==> config.mk <==
export PLATFORM = sky130hd
export DESIGN_NAME = stream_mux_n
export DESIGN_NICKNAME = d
export VERILOG_FILES = /design/src/rtl/stream_mux_n.sv
export SDC_FILE = /design/constraint.sdc
export NUM_CORES = 1
export LEC_CHECK = 0
export ABC_CLOCK_PERIOD_IN_PS = 2700
export CAP_MARGIN = 5
export CORE_MARGIN = 10
export CORE_UTILIZATION = 35
export CTS_CLUSTER_DIAMETER = 100
export DETAILED_ROUTE_END_ITERATION = 16
export PLACE_DENSITY = 0.73
export SLEW_MARGIN = 20
export SYNTH_ARGS = -nofsm -noshare
export SYNTH_HDL_FRONTEND = slang
export SYNTH_SLANG_ARGS = --single-unit
==> constraint.sdc <==
create_clock -name clk -period 2.7 [get_ports clk]
set_input_delay 0.405 -clock clk [delete_from_list [all_inputs] [get_ports clk]]
set_output_delay 0.405 -clock clk [all_outputs]
set_load 0.05 [all_outputs]
==> src/rtl/stream_mux_n.sv <==
// N:1 registered stream multiplexer, explicit-select or round-robin grant, one output register.
// Optional beat counter (xfer_cnt / clr_cnt) is built only when STREAM_MUX_CNT_EN is defined.
module stream_mux_n #(
  parameter int NUM_CH = 4,
  parameter int DATA_W = 8,
  parameter int CH_W   = (NUM_CH > 1) ? $clog2(NUM_CH) : 1
) (
  input  logic                     clk,
  input  logic                     rst_n,
  input  logic                     mode,
  input  logic [CH_W-1:0]          sel,
  input  logic [NUM_CH-1:0]        in_valid,
  output logic [NUM_CH-1:0]        in_ready,
  input  logic [NUM_CH*DATA_W-1:0] in_data,
  output logic                     out_valid,
  input  logic                     out_ready,
  output logic [DATA_W-1:0]        out_data,
  output logic [CH_W-1:0]          out_ch
`ifdef STREAM_MUX_CNT_EN
  ,
  input  logic                     clr_cnt,
  output logic [15:0]              xfer_cnt
`endif
);

  // Handshake: a beat moves on a port in any cycle where its valid and ready are both 1;
  // valid never waits on ready, and ready here is only raised toward a channel that is valid.
  logic              r_out_valid;
  logic [DATA_W-1:0] r_out_data;
  logic [CH_W-1:0]   r_out_ch;
  logic [CH_W-1:0]   r_last_grant;

  logic              w_load_en;
  logic              w_granted;
  logic [CH_W-1:0]   w_grant;
  logic [CH_W-1:0]   w_idx;
  logic [DATA_W-1:0] w_data;

  assign w_load_en = !r_out_valid || out_ready;

  always_comb begin
    w_granted = 1'b0;
    w_grant   = '0;
    w_idx     = '0;
    if (!mode) begin
      // Comparing against every legal index means an out-of-range sel simply never matches.
      for (int i = 0; i < NUM_CH; i++) begin
        if (sel == CH_W'(i) && in_valid[i]) begin
          w_granted = 1'b1;
          w_grant   = CH_W'(i);
        end
      end
    end else begin
      for (int k = 1; k <= NUM_CH; k++) begin
        w_idx = CH_W'((int'(r_last_grant) + k) % NUM_CH);
        if (!w_granted && in_valid[w_idx]) begin
          w_granted = 1'b1;
          w_grant   = w_idx;
        end
      end
    end
  end

  always_comb begin
    w_data = '0;
    for (int i = 0; i < NUM_CH; i++) begin
      if (w_grant == CH_W'(i)) w_data = in_data[i*DATA_W +: DATA_W];
    end
  end

  always_comb begin
    in_ready = '0;
    for (int i = 0; i < NUM_CH; i++) begin
      in_ready[i] = rst_n && w_load_en && w_granted && (w_grant == CH_W'(i));
    end
  end

  always_ff @(posedge clk or negedge rst_n) begin
    if (!rst_n) begin
      r_out_valid  <= 1'b0;
      r_out_data   <= '0;
      r_out_ch     <= '0;
      r_last_grant <= CH_W'(NUM_CH - 1);
    end else if (w_load_en) begin
      if (w_granted) begin
        r_out_valid  <= 1'b1;
        r_out_data   <= w_data;
        r_out_ch     <= w_grant;
        r_last_grant <= w_grant;
      end else begin
        r_out_valid <= 1'b0;
      end
    end
  end

  assign out_valid = r_out_valid;
  assign out_data  = r_out_data;
  assign out_ch    = r_out_ch;

`ifdef STREAM_MUX_CNT_EN
  logic [15:0] r_xfer_cnt;

  always_ff @(posedge clk or negedge rst_n) begin
    if (!rst_n) begin
      r_xfer_cnt <= '0;
    end else if (clr_cnt) begin
      r_xfer_cnt <= '0;
    end else if (r_out_valid && out_ready && r_xfer_cnt != 16'hFFFF) begin
      r_xfer_cnt <= r_xfer_cnt + 16'd1;
    end
  end

  assign xfer_cnt = r_xfer_cnt;
`endif

endmodule

* Word level (Yosys, flattened, before mapping)
Cells that the tools add are included.
** Storage, ports and cells
- Output and inout bits :: 15
- Word-level logic and storage cells :: 72
- Bits in registers :: 13
- Input bits :: 42
** Operators by class
- Magnitude comparators :: 4
- Eq/ne operators :: 6
- $add $sub $neg :: 4
- Reductions and logical operators :: 21
- Muxes and demuxes :: 33
** Operators with widths (number)
- 8-bit two-way mux :: 4
- 1-bit two-way mux :: 18
- 2-bit two-way mux :: 7
- 1-bit logical AND :: 13
- 2-bit by 3-bit < comparator with 1-bit output (second input constant) :: 4
- 1-bit binary-select mux with 2-bit select :: 4
- 2-bit == test (second input constant) :: 4
- 2-bit by 1-bit adder with 2-bit output (second input constant) :: 2
- 2-bit adder (second input constant) :: 2
- 2-bit by 1-bit == test with 1-bit output (second input constant) :: 2
- 1-bit zero test :: 4
- 2-bit zero test :: 2
- 2-bit AND reduction :: 1
- 1-bit logical OR :: 1

* Longest topological paths before layout
Gate-level depths: netlist of the first run.
- Depth after elaboration :: 22
- Depth in mapped cells :: 8
- Gate-level depth less buffers :: 6

* Least setup slack after synthesis of the first run
OpenSTA, ideal clock, no wires.
- Kind :: register to output
- Start :: register r_last_grant[0]
- End :: output port in_ready[1]
- Setup slack :: -0.471 ns
- Data required time :: 2.295 ns
- Buffers on the path :: 2
- Arrival time :: 2.766 ns
- Cell stages (with the launch flop) :: 7
- Path through :: dfstp_2 > buf_4 > a21boi_0 > o211ai_1 > o311ai_2 > buf_6 > nor4_1
** Between the ends
- Cells in the longest elaborated chain, start to end :: 19
- Elaborated cells on any way between the ends :: 34
- Those cells by class :: add/sub (4); eq/ne (1); mux (21); reduce/logical (8)
** RTL lines
- from (decl) :: line 31 : logic [CH_W-1:0] r_last_grant;
- from (signal assigned) :: line 83 : r_last_grant <= CH_W'(NUM_CH - 1);
- from (signal assigned) :: line 89 : r_last_grant <= w_grant;
- 2-bit by 1-bit adder with 2-bit output :: line 55 : w_idx = CH_W'((int'(r_last_grant) + k) % NUM_CH);
- 1-bit binary-select mux with 2-bit select :: line 56 : if (!w_granted && in_valid[w_idx]) begin
- 1-bit two-way mux (implied by the code) :: line 56
- 1-bit two-way mux :: line 56
- 1-bit two-way mux :: line 45 : if (!mode) begin
- 1-bit zero test :: line 56
- 1-bit logical AND :: line 56
- 1-bit two-way mux :: line 56
- (+3 left out)
- 1-bit two-way mux :: line 56
- 1-bit two-way mux :: line 45
- 1-bit zero test :: line 56
- 1-bit logical AND :: line 56
- 2-bit two-way mux or 1-bit two-way mux (tied branches) :: line 56
- 2-bit two-way mux or 1-bit two-way mux (tied branches) :: line 45
- 2-bit by 1-bit == test with 1-bit output or 1-bit logical AND (tied branches) :: line 74 : in_ready[i] = rst_n && w_load_en && w_granted && (w_grant == CH_W'(i));
- 1-bit logical AND (*) :: line 74
- to (decl) :: line 13 : output logic [NUM_CH-1:0] in_ready,
Mark *: on every way between the ends. The rest lies on a longest branch, timed or not. The select of a mux whose other input is x is not followed.

* Final worst setup path of the first run
- Start :: input port in_valid[1]
- End :: output port in_ready[2]
** Between the ends
- Cells in the longest elaborated chain, start to end :: 18
- Elaborated cells on any way between the ends :: 37
- Those cells by class :: eq/ne (1); mux (27); reduce/logical (9)
** RTL lines
- from (decl) :: line 12 : input logic [NUM_CH-1:0] in_valid,
- 1-bit binary-select mux with 2-bit select :: line 56
- 1-bit two-way mux (implied by the code) :: line 56
- 1-bit two-way mux :: line 56
- 1-bit two-way mux :: line 45
- 1-bit zero test :: line 56
- 1-bit logical AND :: line 56
- 1-bit two-way mux :: line 56
- 1-bit two-way mux :: line 45
- (+2 left out)
- 1-bit two-way mux :: line 56
- 1-bit two-way mux :: line 45
- 1-bit zero test :: line 56
- 1-bit logical AND :: line 56
- 2-bit two-way mux or 1-bit two-way mux (tied branches) :: line 56
- 2-bit two-way mux or 1-bit two-way mux (tied branches) :: line 45
- 2-bit == test or 1-bit logical AND (tied branches) :: line 74
- 1-bit logical AND (*) :: line 74
Marks and branches as above.

==> impl_summary.md, run 1 <==
Status
The run finished with clean final reports.

Setup path
The worst setup path is of the input pin to primary output kind. The critical path launch point type is an input pin. The worst setup path is captured at a primary output. The data arrival time of the critical path is 2.18 ns.

Data on the critical path is required at its endpoint by ~2.3 ns. In this run the worst path has a maximum fanout of 5.

Timing
Timing would allow up to between 300 and 400 MHz. Clock skew on the completed layout was measured at 0.00392 ns. The share of the cycle needed by the critical path after routing is between 90% and 100%. At the pin with the least slew margin, the transition time is about 0.52 ns. The post-layout minimum cycle time is ~2.6 ns. Setup violations remaining at the end of the flow were counted as 0. Setup repair after global routing left no endpoint under its margin.

The number of pins with negative max-slew slack in the final report is 0. The post-route setup TNS is 0 ns. In this run the tightest slew margin relative to its limit is between 60% and 70%.

The count of endpoints failing hold in the final timing report is 0. The worst hold slack across all endpoints is 0.461 ns.

Yosys
The share of synthesized area occupied by flip-flops and latches is 32.5%. The number of instances in the synthesized netlist is about 100. In this run the cell area of the synthesized design comes to between 0.001 and 0.0015 mm2. After synthesis, the cell types taking the most area are dfrtp_1, mux2i_1, o221ai_2, nand2_1, dfstp_2. Counting flops and latches in the post-synthesis netlist gives 13. For this run, the number of Yosys warnings is 0.

The library cell with the largest summed area after synthesis is dfrtp_1. The synthesized design devotes to its leading area cell type 27.3% of total area. The mean post-synth cell area is just under 10 um2. The number of different library cells used by synthesis comes to 28. Counting every net in the synthesized netlist gives 145.

Global route
For this run the aggregate overflow at the end of global routing stands at 0. The global-route wire length before repair is 5.11 mm. The largest net degree at the start of global routing is 15. Global routing used between 10% and 20% of the available tracks.

The initial antenna violation count was 0. The number of global-route vias before repair was 1072.

CTS
The clock passes through at most 2 buffers. The number of sinks handled by clock tree synthesis is 13. The number of hold buffers added after CTS was 0. The buffers inserted during post-CTS setup optimization is 0. The buffer type at the clock tree root is clkbuf_4.

The register clock-pin slew on the reported worst setup and hold paths is roughly 0.08 ns. The clock latency of the later-clocked register in the worst-skew pair is ~0.28 ns. Buffers inserted during clock tree synthesis total 3. The number of H-tree levels is 1.

The TritonCTS clock tree is done.

Place
The number of input and output port buffers inserted is 56. Routability-driven placement finished with a final weighted congestion of about 0.83. The placed standard-cell area is approximately 0.0016 mm2. The final HPWL from detailed placement is approximately 2.7 mm.

Floorplan
The initial core utilization is 36.5%. The die covers roughly 0.0054 mm2. The I/O pin count is between 50 and 60.

The vertical die dimension is approximately 74 um. The overall die width is ~74 um. The row count is 19. The core region is 0.00276 mm2.

Cells and area
Of the cells placed in the final design, the portion with a size suffix greater than 1 is approximately a fifth. The most frequent standard cell in the layout excluding fill and tap cells is clkdlybuf4s50_1. Relative to the synthesized area, the layout overhead comes to 65.2%. The library cells used most frequently in the layout, excluding fill and tap cells, are clkdlybuf4s50_1, mux2i_1, nand2_1. The storage element area is 328 um2.

The multi-input gate area in the final layout is between 600 and 700 um2. The final net count is 207. The design area is about 0.0017 mm2. The layout has between 200 and 250 filler cells. The number of antenna repair diodes is 0.

Routing
The number of search-and-repair iterations in the first detailed-routing pass is 2. After detailed routing, the number of vias per cell comes to approximately 5.1. The detail route stage leaves a number of antenna-violating nets equal to 0. After detailed routing, the average wire length per cell comes to 16.5 um. The number of design rule violations left after detail routing is 0. Wires add up to about 3.2 mm.

The total number of vias is about 1000. The first routing iteration left 20 violations.

Power
The power per cell area is about 600 mW/mm2. The maximum VDD drop is roughly 540 uV. For this design the static power due to leakage is 0.719 nW.

Run
The max-cap check violation count is 0.

Worst hold path
The tightest min-delay check is of the input pin to async pin type.
path summary, 6_finish.rpt:
path / from / end / slack [ns] / depth (start not counted)
worst max register to register: r_last_grant[0] / out_data[0] / 0.44 / 7
max in group asynchronous: rst_n / r_last_grant[1] / 2.00 / 2
min in group clk: out_data[6] / out_data[6] / 0.49 / 2
worst max-delay path: in_valid[1] / in_ready[2] / 0.11 / 7
worst min register to register: out_data[6] / out_data[6] / 0.49 / 2
worst min-delay path: rst_n / out_data[4] / 0.46 / 2
registers in the layout, summed over array words and instances (netlist names):
register and count:
out_ch 2, out_valid 1, out_data 8, r_last_grant 2
power by group:
group          internal (mW)  leakage (nW)  switching [mW]
registers              0.250         0.153          0.0367
clock network         0.0550        0.0177          0.0674
logic                  0.249         0.548           0.333
cells in the mapped netlist:
| cell | count |
|---|---|
| mux2i_1 | 18 |
| buf_6 | 2 |
| xnor2_1 | 1 |
| or2_2 | 1 |
| dfstp_2 | 2 |
| or3_1 | 1 |
| o211ai_1 | 1 |
| or4_1 | 1 |
| o21ai_0 | 1 |
| a21oi_1 | 6 |
| a21boi_0 | 1 |
| buf_2 | 2 |
| inv_1 | 5 |
| nand4_1 | 1 |
| mux2_2 | 1 |
| nand2_1 | 19 |
| o221ai_2 | 8 |
| buf_4 | 2 |
| nor2_1 | 7 |
| o22ai_1 | 1 |
| o311ai_2 | 1 |
| and2b_2 | 1 |
| nor3b_2 | 1 |
| nor4_1 | 1 |
| mux4_2 | 1 |
| nand2b_1 | 5 |
| buf_8 | 1 |
| dfrtp_1 | 11 |
timing repair:
action,in CTS,in global routing
hold endpoints to repair,0,0
resized for setup,0,4
setup endpoints to repair,0,4
metal layers:
layer	GRT usage, %	wire length, um
met1	12.2	1180
met5	0	0
met4	2.48	31
met2	21.6	1850
met3	3.23	142
cell families after synthesis:
group | count (synthesis) | share of synthesized area, %
AND/OR/NAND/NOR | 38 | 18.1
buffers and inverters | 12 | 8.07
XOR/XNOR | 1 | 0.870
flip-flops | 13 | 32.5
multiplexers | 20 | 21.2
AO/OA/AOI/OAI | 19 | 19.1
final cells by class:
class / instances / share of cell area [%]
timing repair buffer: 64 / 37.9
multi-input combinational: 78 / 37.3
sequential: 13 / 19.7
tap: 31 / 2.33
clock buffer: 3 / 1.35
inverter: 5 / 1.13
clock inverter: 1 / 0.301
stage by stage:
stage	cells	utilization [%]	power [mW]	setup WS, ns
finish	195	60.3	0.991	0.112
global route	195	60.3	1.05	0.0348
CTS	195	60.0	1.00	0.0261
detailed placement	191	59.0	0.877	0.0270
global placement	191	59.0	0.866	0.0672
floorplan	103	-	0.668	0.0255
critical path, stage by stage:
cell             delay, ns
clkdlybuf4s50_1       0.48
nand2b_1              0.22
or4_1                 0.53
o311ai_4              0.12
nand2_2               0.10
a21oi_2               0.12
buf_4                 0.21
Power figures use the tool's default switching activity.
==> inputs of run 2 (changes only) <==
--- a/config.mk
+++ b/config.mk
@@ -11,8 +11,10 @@
 export CORE_UTILIZATION = 35
 export CTS_CLUSTER_DIAMETER = 100
 export DETAILED_ROUTE_END_ITERATION = 16
+export GPL_TIMING_DRIVEN = 0
 export PLACE_DENSITY = 0.73
 export SLEW_MARGIN = 20
 export SYNTH_ARGS = -nofsm -noshare
 export SYNTH_HDL_FRONTEND = slang
 export SYNTH_SLANG_ARGS = --single-unit
+export TNS_END_PERCENT = 50
==> impl_summary.md, run 2 (synthesis results as in run 1) <==
Setup path
The endpoint class of the critical path is a primary output (unchanged). The critical path launch point type is a flop (was input pin). The setup slack on the worst flop-to-flop path is 0.47 ns (was 0.44 ns). The data arrival time of the critical path came to 2.22 ns (was 2.18 ns).

The largest fanout on the critical path is 8 (was 5). The required time reported for the critical path endpoint was 2.30 ns (about the same). The classification of the worst setup path is flop to primary output (was input pin to primary output).

Floorplan
The vertical die dimension is 73.6 um (unchanged). The row count came to 19 (unchanged). The die area came to 0.00542 mm2 (unchanged). The area of the placeable core is 0.00276 mm2 (unchanged). The initial core utilization was 36.5% (unchanged).

The I/O pin count was 57 (unchanged). The overall die width is 73.6 um (unchanged).

CTS
The number of H-tree levels is 1 (unchanged). The number of sinks handled by clock tree synthesis is 13 (unchanged). The maximum count of clock buffers along a single path came to 2 (unchanged).

The register clock-pin slew on the reported worst setup and hold paths was 0.09 ns (was 0.08 ns). The total CTS buffers is 3 (unchanged). The buffer type at the clock tree root is clkbuf_4 (unchanged).

The TritonCTS clock tree is done (unchanged). The clock latency of the later-clocked register in the worst-skew pair is 0.28 ns (about the same).

Timing
The post-route setup TNS was 0 ns (unchanged). The top achievable clock speed is 381 MHz (was 386 MHz). The clock tree skew after final layout was 0.000683 ns (was 0.00392 ns). The final worst setup slack came to 0.0739 ns (was 0.112 ns). The share of the cycle needed by the critical path after routing came to 97.3% (was 95.9%).

The headroom to the max-slew limit is 57.2% (was 64.9%). The post-layout minimum cycle time came to 2.63 ns (was 2.59 ns). The final number of setup-violating endpoints is 0 (unchanged). The worst hold slack across all endpoints came to 0.494 ns (was 0.461 ns). The transition at the pin with the smallest max-transition slack came to 0.640 ns (was 0.525 ns). The number of pins with negative max-slew slack in the final report was 0 (unchanged). The count of endpoints failing hold in the final timing report came to 0 (unchanged).

Place
The placed standard-cell area came to 0.00161 mm2 (was 0.00163 mm2). The final estimated routing congestion in global placement was 0.799 (was 0.826). The final HPWL from detailed placement was 2.71 mm (was 2.72 mm). The pre-CTS setup slack is -0.738 ns (was 0.0270 ns).

The number of input and output port buffers inserted is 56 (unchanged).

Global route
The total routing usage reported by global routing is 11.8% (was 11.5%). The number of global-route vias before repair is 1006 (was 1072). The largest net degree at the start of global routing is 15 (unchanged). The initial antenna violation count is 0 (unchanged). The global-route wire length before repair is 5.11 mm (about the same).

The total congestion overflow came to 0 (unchanged).

Worst hold path
The type of the worst min-delay path was flop to flop (was input pin to async pin).

Power
The reported leakage power is 0.737 nW (was 0.719 nW). The power per cell area is 600 mW/mm2 (was 595 mW/mm2). The maximum VDD drop is 428 uV (was 539 uV).

Routing
The wire length reported by the detailed router is 3.32 mm (was 3.21 mm). The final routed wire length divided by cell count came to 17.0 um (was 16.5 um). The routed metal-1 wire length was 1.32 mm (was 1.18 mm). The number of design rule violations left after detail routing came to 0 (unchanged). The detailed route wirelength on metal2 came to 1.83 mm (was 1.85 mm). The total number of vias was 979 (was 995). The number of search-and-repair iterations in the first detailed-routing pass came to 4 (was 2). The violation count after the first detailed-route iteration is 30 (was 20). The top routing layer in use is met4 (unchanged).

The number of antenna-violating nets in the routed design was 0 (unchanged). The routed wire length on met3 was 112 um (was 142 um). The detail-routed via count per cell is 5.02 (was 5.10).

Cells and area
The fraction of layout cells with a size suffix above 1 is 22.6% (was 21.3%). The most frequent standard cell in the layout excluding fill and tap cells is clkdlybuf4s50_1 (unchanged). The final cell utilization of the core was 61.2% (was 60.3%).

The design area is 0.00169 mm2 (was 0.00166 mm2). The final net count is 207 (unchanged). The number of flip-flops under the largest register name was 8 (unchanged). The layout overhead on the synthesized area is 67.6% (was 65.2%). The number of antenna repair diodes is 0 (unchanged). Top library cells by usage in the layout, fill and taps aside: clkdlybuf4s50_1, mux2i_1, nand2_1 (unchanged).

Status
Run status: complete, no violations (unchanged).

Run
The max-cap check violation count is 0 (unchanged).
run 2: report_power, final:
part	internal [mW]	leakage (nW)	switching [mW]	total [mW]
registers	0.249	0.153	0.0295	0.279
clock network	0.0573	0.0150	0.0722	0.129
logic	0.259	0.569	0.346	0.605
total	0.566	0.737	0.448	1.01
run 2: worst paths after layout:
check                                startpoint          end  cells after the start
min in group asynchronous                 rst_n  out_data[0]                      1
worst min-delay path                out_data[1]  out_data[1]                      2
max in group asynchronous                 rst_n    out_ch[1]                      1
worst max-delay path            r_last_grant[0]  in_ready[2]                      9
worst min register to register      out_data[1]  out_data[1]                      2
worst max register to register  r_last_grant[0]  out_data[6]                      9
run 2: area by class of cell:
type                    instances  area (um2)
multi-input cells              78         634
clock buffers                   4        26.3
repair buffers                 57         571
fillers                       243        1070
flip-flops and latches         13         328
inverters                       5        18.8
plain buffers                   7        71.3
well taps                      31        38.8
run 2: routing by layer:
metal,track usage (%),vias to the layer above
met2,21.2,17
met5,0,-
met4,4.97,0
met1,13.5,466
met3,1.48,4
li1,-,492
run 2: through the flow:
| stage | instances | power, mW |
|---|---|---|
| final | 195 | 1.01 |
| after global routing | 195 | 1.07 |
| after CTS | 195 | 1.02 |
| after detailed placement | 190 | 0.877 |
| after global placement | 190 | 0.868 |
| after floorplan | 103 | 0.667 |
run 2: what timing repair did:
action,CTS,global route
setup buffers,1,0
hold buffers,0,0
endpoints found under the setup margin,4,4
resized for setup,29,12
run 2: critical path, stage by stage, from the launching register on:
cell and delay [ns]:
dfstp_2 0.52, buf_4 0.14, and2b_2 0.14, a21oi_1 0.06, or4_4 0.44, o311ai_4 0.10
buf_6 0.17, nand2_2 0.06, a21oi_2 0.13, buf_6 0.17
==> inputs of run 3 (changes only) <==
--- a/config.mk
+++ b/config.mk
@@ -13,6 +13,7 @@
 export DETAILED_ROUTE_END_ITERATION = 16
 export GPL_TIMING_DRIVEN = 0
 export PLACE_DENSITY = 0.73
+export SETUP_SLACK_MARGIN = 0.3
 export SLEW_MARGIN = 20
 export SYNTH_ARGS = -nofsm -noshare
 export SYNTH_HDL_FRONTEND = slang
==> impl_summary.md, run 3 (synthesis results as in run 1) <==
Status
Run status: complete, no violations (unchanged).

Timing
The post-layout minimum cycle time is 2.56 ns (was 2.63 ns). The clock tree skew after final layout is 0.00385 ns (was 0.000683 ns). The number of pins with negative max-slew slack in the final report is 0 (unchanged). The post-route setup TNS came to 0 ns (unchanged). The share of the cycle needed by the critical path after routing came to 94.6% (was 97.3%).

The final worst setup slack was 0.145 ns (was 0.0739 ns). The final number of setup-violating endpoints came to 0 (unchanged). The top achievable clock speed came to 391 MHz (was 381 MHz). The transition at the pin with the smallest max-transition slack is 0.654 ns (was 0.640 ns). Setup repair after global routing could not meet its margin everywhere. The headroom to the max-slew limit was 56.4% (was 57.2%). The count of endpoints failing hold in the final timing report is 0 (unchanged).

Cells and area
The total of fill cells in the finished design came to 249 (was 243). The most frequent standard cell in the layout excluding fill and tap cells is clkdlybuf4s50_1 (unchanged). The design area is 0.00172 mm2 (was 0.00169 mm2). The fraction of layout cells with a size suffix above 1 is 24.7% (was 22.6%). The final cell utilization of the core is 62.3% (was 61.2%). The number of antenna repair diodes is 0 (unchanged). The non-filler instance count after layout came to 197 (was 195). The multi-input gate area in the final layout is 652 um2 (was 634 um2).

The number of flip-flops under the largest register name is 8 (unchanged). The storage element area is 328 um2 (unchanged). The layout overhead on the synthesized area is 70.6% (was 67.6%). The final net count is 209 (was 207). Top library cells by usage in the layout, fill and taps aside: clkdlybuf4s50_1, mux2i_1, nand2_1 (unchanged).

Setup path
The critical path launch point type is a flop (unchanged). The largest fanout on the critical path is 5 (was 8). The data arrival time of the critical path is 2.15 ns (was 2.22 ns). The required time reported for the critical path endpoint is 2.30 ns (about the same). The endpoint class of the critical path is a primary output (unchanged). The classification of the worst setup path is flop to primary output (unchanged).

Routing
The number of design rule violations left after detail routing is 0 (unchanged). The detailed route wirelength on metal2 was 1.87 mm (was 1.83 mm). The final routed wire length divided by cell count was 16.8 um (was 17.0 um). The top routing layer in use is met4 (unchanged).

The detail-routed via count per cell is 5.10 (was 5.02). The total number of vias came to 1004 (was 979). The routed wire length on met3 came to 118 um (was 112 um). The number of antenna-violating nets in the routed design is 0 (unchanged). The routed metal-1 wire length was 1.25 mm (was 1.32 mm). The wire length reported by the detailed router is 3.31 mm (was 3.32 mm). The violation count after the first detailed-route iteration was 66 (was 30). The number of search-and-repair iterations in the first detailed-routing pass is 4 (unchanged).

Power
The power per cell area was 599 mW/mm2 (was 600 mW/mm2). The internal power contribution came to 577 uW (was 566 uW). The relative contribution of combinational cells to total power was 60.7% (was 59.7%). The clock network fraction of total power is 12.1% (was 12.8%). The proportion of power drawn by flip-flops and latches came to 27.3% (was 27.5%). The reported leakage power is 0.723 nW (was 0.737 nW). The switching share of total power is 43.9% (was 44.2%). The switching power total came to 451 uW (was 448 uW). The maximum VDD drop is 434 uV (was 428 uV).

Worst hold path
The type of the worst min-delay path is input pin to async pin (was flop to flop).

Place
The number of input and output port buffers inserted is 56 (unchanged). The pre-CTS setup slack is -0.802 ns (was -0.738 ns). The final estimated routing congestion in global placement was 0.779 (was 0.799). The final HPWL from detailed placement is 2.75 mm (was 2.71 mm). The placed standard-cell area is 0.00163 mm2 (was 0.00161 mm2). The number of placed instances, taps included is 190 (unchanged).

Global route
The global-route wire length before repair was 5.29 mm (was 5.11 mm). The total congestion overflow is 0 (unchanged). The number of global-route vias before repair is 1079 (was 1006). The largest net degree at the start of global routing came to 15 (unchanged). The total routing usage reported by global routing is 12.1% (was 11.8%). The initial antenna violation count is 0 (unchanged).

CTS
The clock latency of the later-clocked register in the worst-skew pair came to 0.28 ns (about the same). The total CTS buffers is 3 (unchanged). The maximum count of clock buffers along a single path came to 2 (unchanged). The number of H-tree levels was 1 (unchanged).

The hold-fix buffer count after cts came to 0 (unchanged). The number of sinks handled by clock tree synthesis is 13 (unchanged). The register clock-pin slew on the reported worst setup and hold paths was 0.08 ns (was 0.09 ns).

The TritonCTS clock tree is done (unchanged). The buffer type at the clock tree root is clkbuf_4 (unchanged).

Floorplan
The row count is 19 (unchanged). The I/O pin count was 57 (unchanged). The vertical die dimension came to 73.6 um (unchanged). The initial core utilization came to 36.5% (unchanged). The overall die width is 73.6 um (unchanged). The die area came to 0.00542 mm2 (unchanged). The area of the placeable core is 0.00276 mm2 (unchanged).

Run
The max-cap check violation count is 0 (unchanged).
[run 3: changes by cell type in the layout (fill, tap and decap cells not counted), sizes merged]
cell,delta
buf,+2
clkdlybuf4s50,-1
dlygate4sd2,+5
dlymetal6s2s,-4
[run 3: critical path, cell delays in order (launching register included)]
cell	delay, ns
dfstp_2	0.53
buf_6	0.10
and2b_2	0.13
a21oi_1	0.06
or4_4	0.44
o311ai_4	0.09
buf_6	0.17
nand2_2	0.06
a21oi_2	0.12
buf_6	0.17
[run 3: routing by layer]
layer  GRT usage [%]  up-vias
li1                -      499
met5               0        -
met3            2.56        4
met1            13.2      478
met4            2.48        0
met2            22.9       23
[run 3: power groups by stage]
stage	sequential, mW	combinational [mW]	clock [mW]
finish	0.280	0.624	0.124
global route	0.288	0.663	0.139
CTS	0.280	0.628	0.127
detailed placement	0.283	0.603	0
global placement	0.280	0.596	0
floorplan	0.432	0.240	0
[run 3: repair_timing]
item,in CTS,in global routing
resized for setup,41,5
setup buffers,3,0
hold endpoints to repair,0,0
cloned,0,0
endpoints found under the setup margin,4,4
[run 3: area by class of cell]
type | count | share of cell area (%)
repair buffers | 59 | 33.7
plain buffers | 7 | 4.37
well taps | 31 | 2.26
multi-input cells | 78 | 37.9
inverters | 5 | 1.09
flip-flops and latches | 13 | 19.1
clock buffers | 4 | 1.53
[run 3: per-stage QoR]
step | total power, mW | hold slack, ns
after global routing | 1.09 | 0.280
after detailed placement | 0.887 | 0.475
after floorplan | 0.672 | 0.109
final | 1.03 | 0.252
after CTS | 1.04 | 0.276
after global placement | 0.876 | 0.464
[run 3: worst paths after layout]
path,slack [ns],start,cells past startpoint,to
max,0.14,r_last_grant[0],9,in_ready[2]
min,0.25,rst_n,1,out_data[0]
max reg2reg,0.50,r_last_grant[0],9,out_data[6]
min reg2reg,0.49,out_ch[0],2,out_ch[0]
max in group asynchronous,2.03,rst_n,1,out_ch[1]
min in group clk,0.49,out_ch[0],2,out_ch[0]
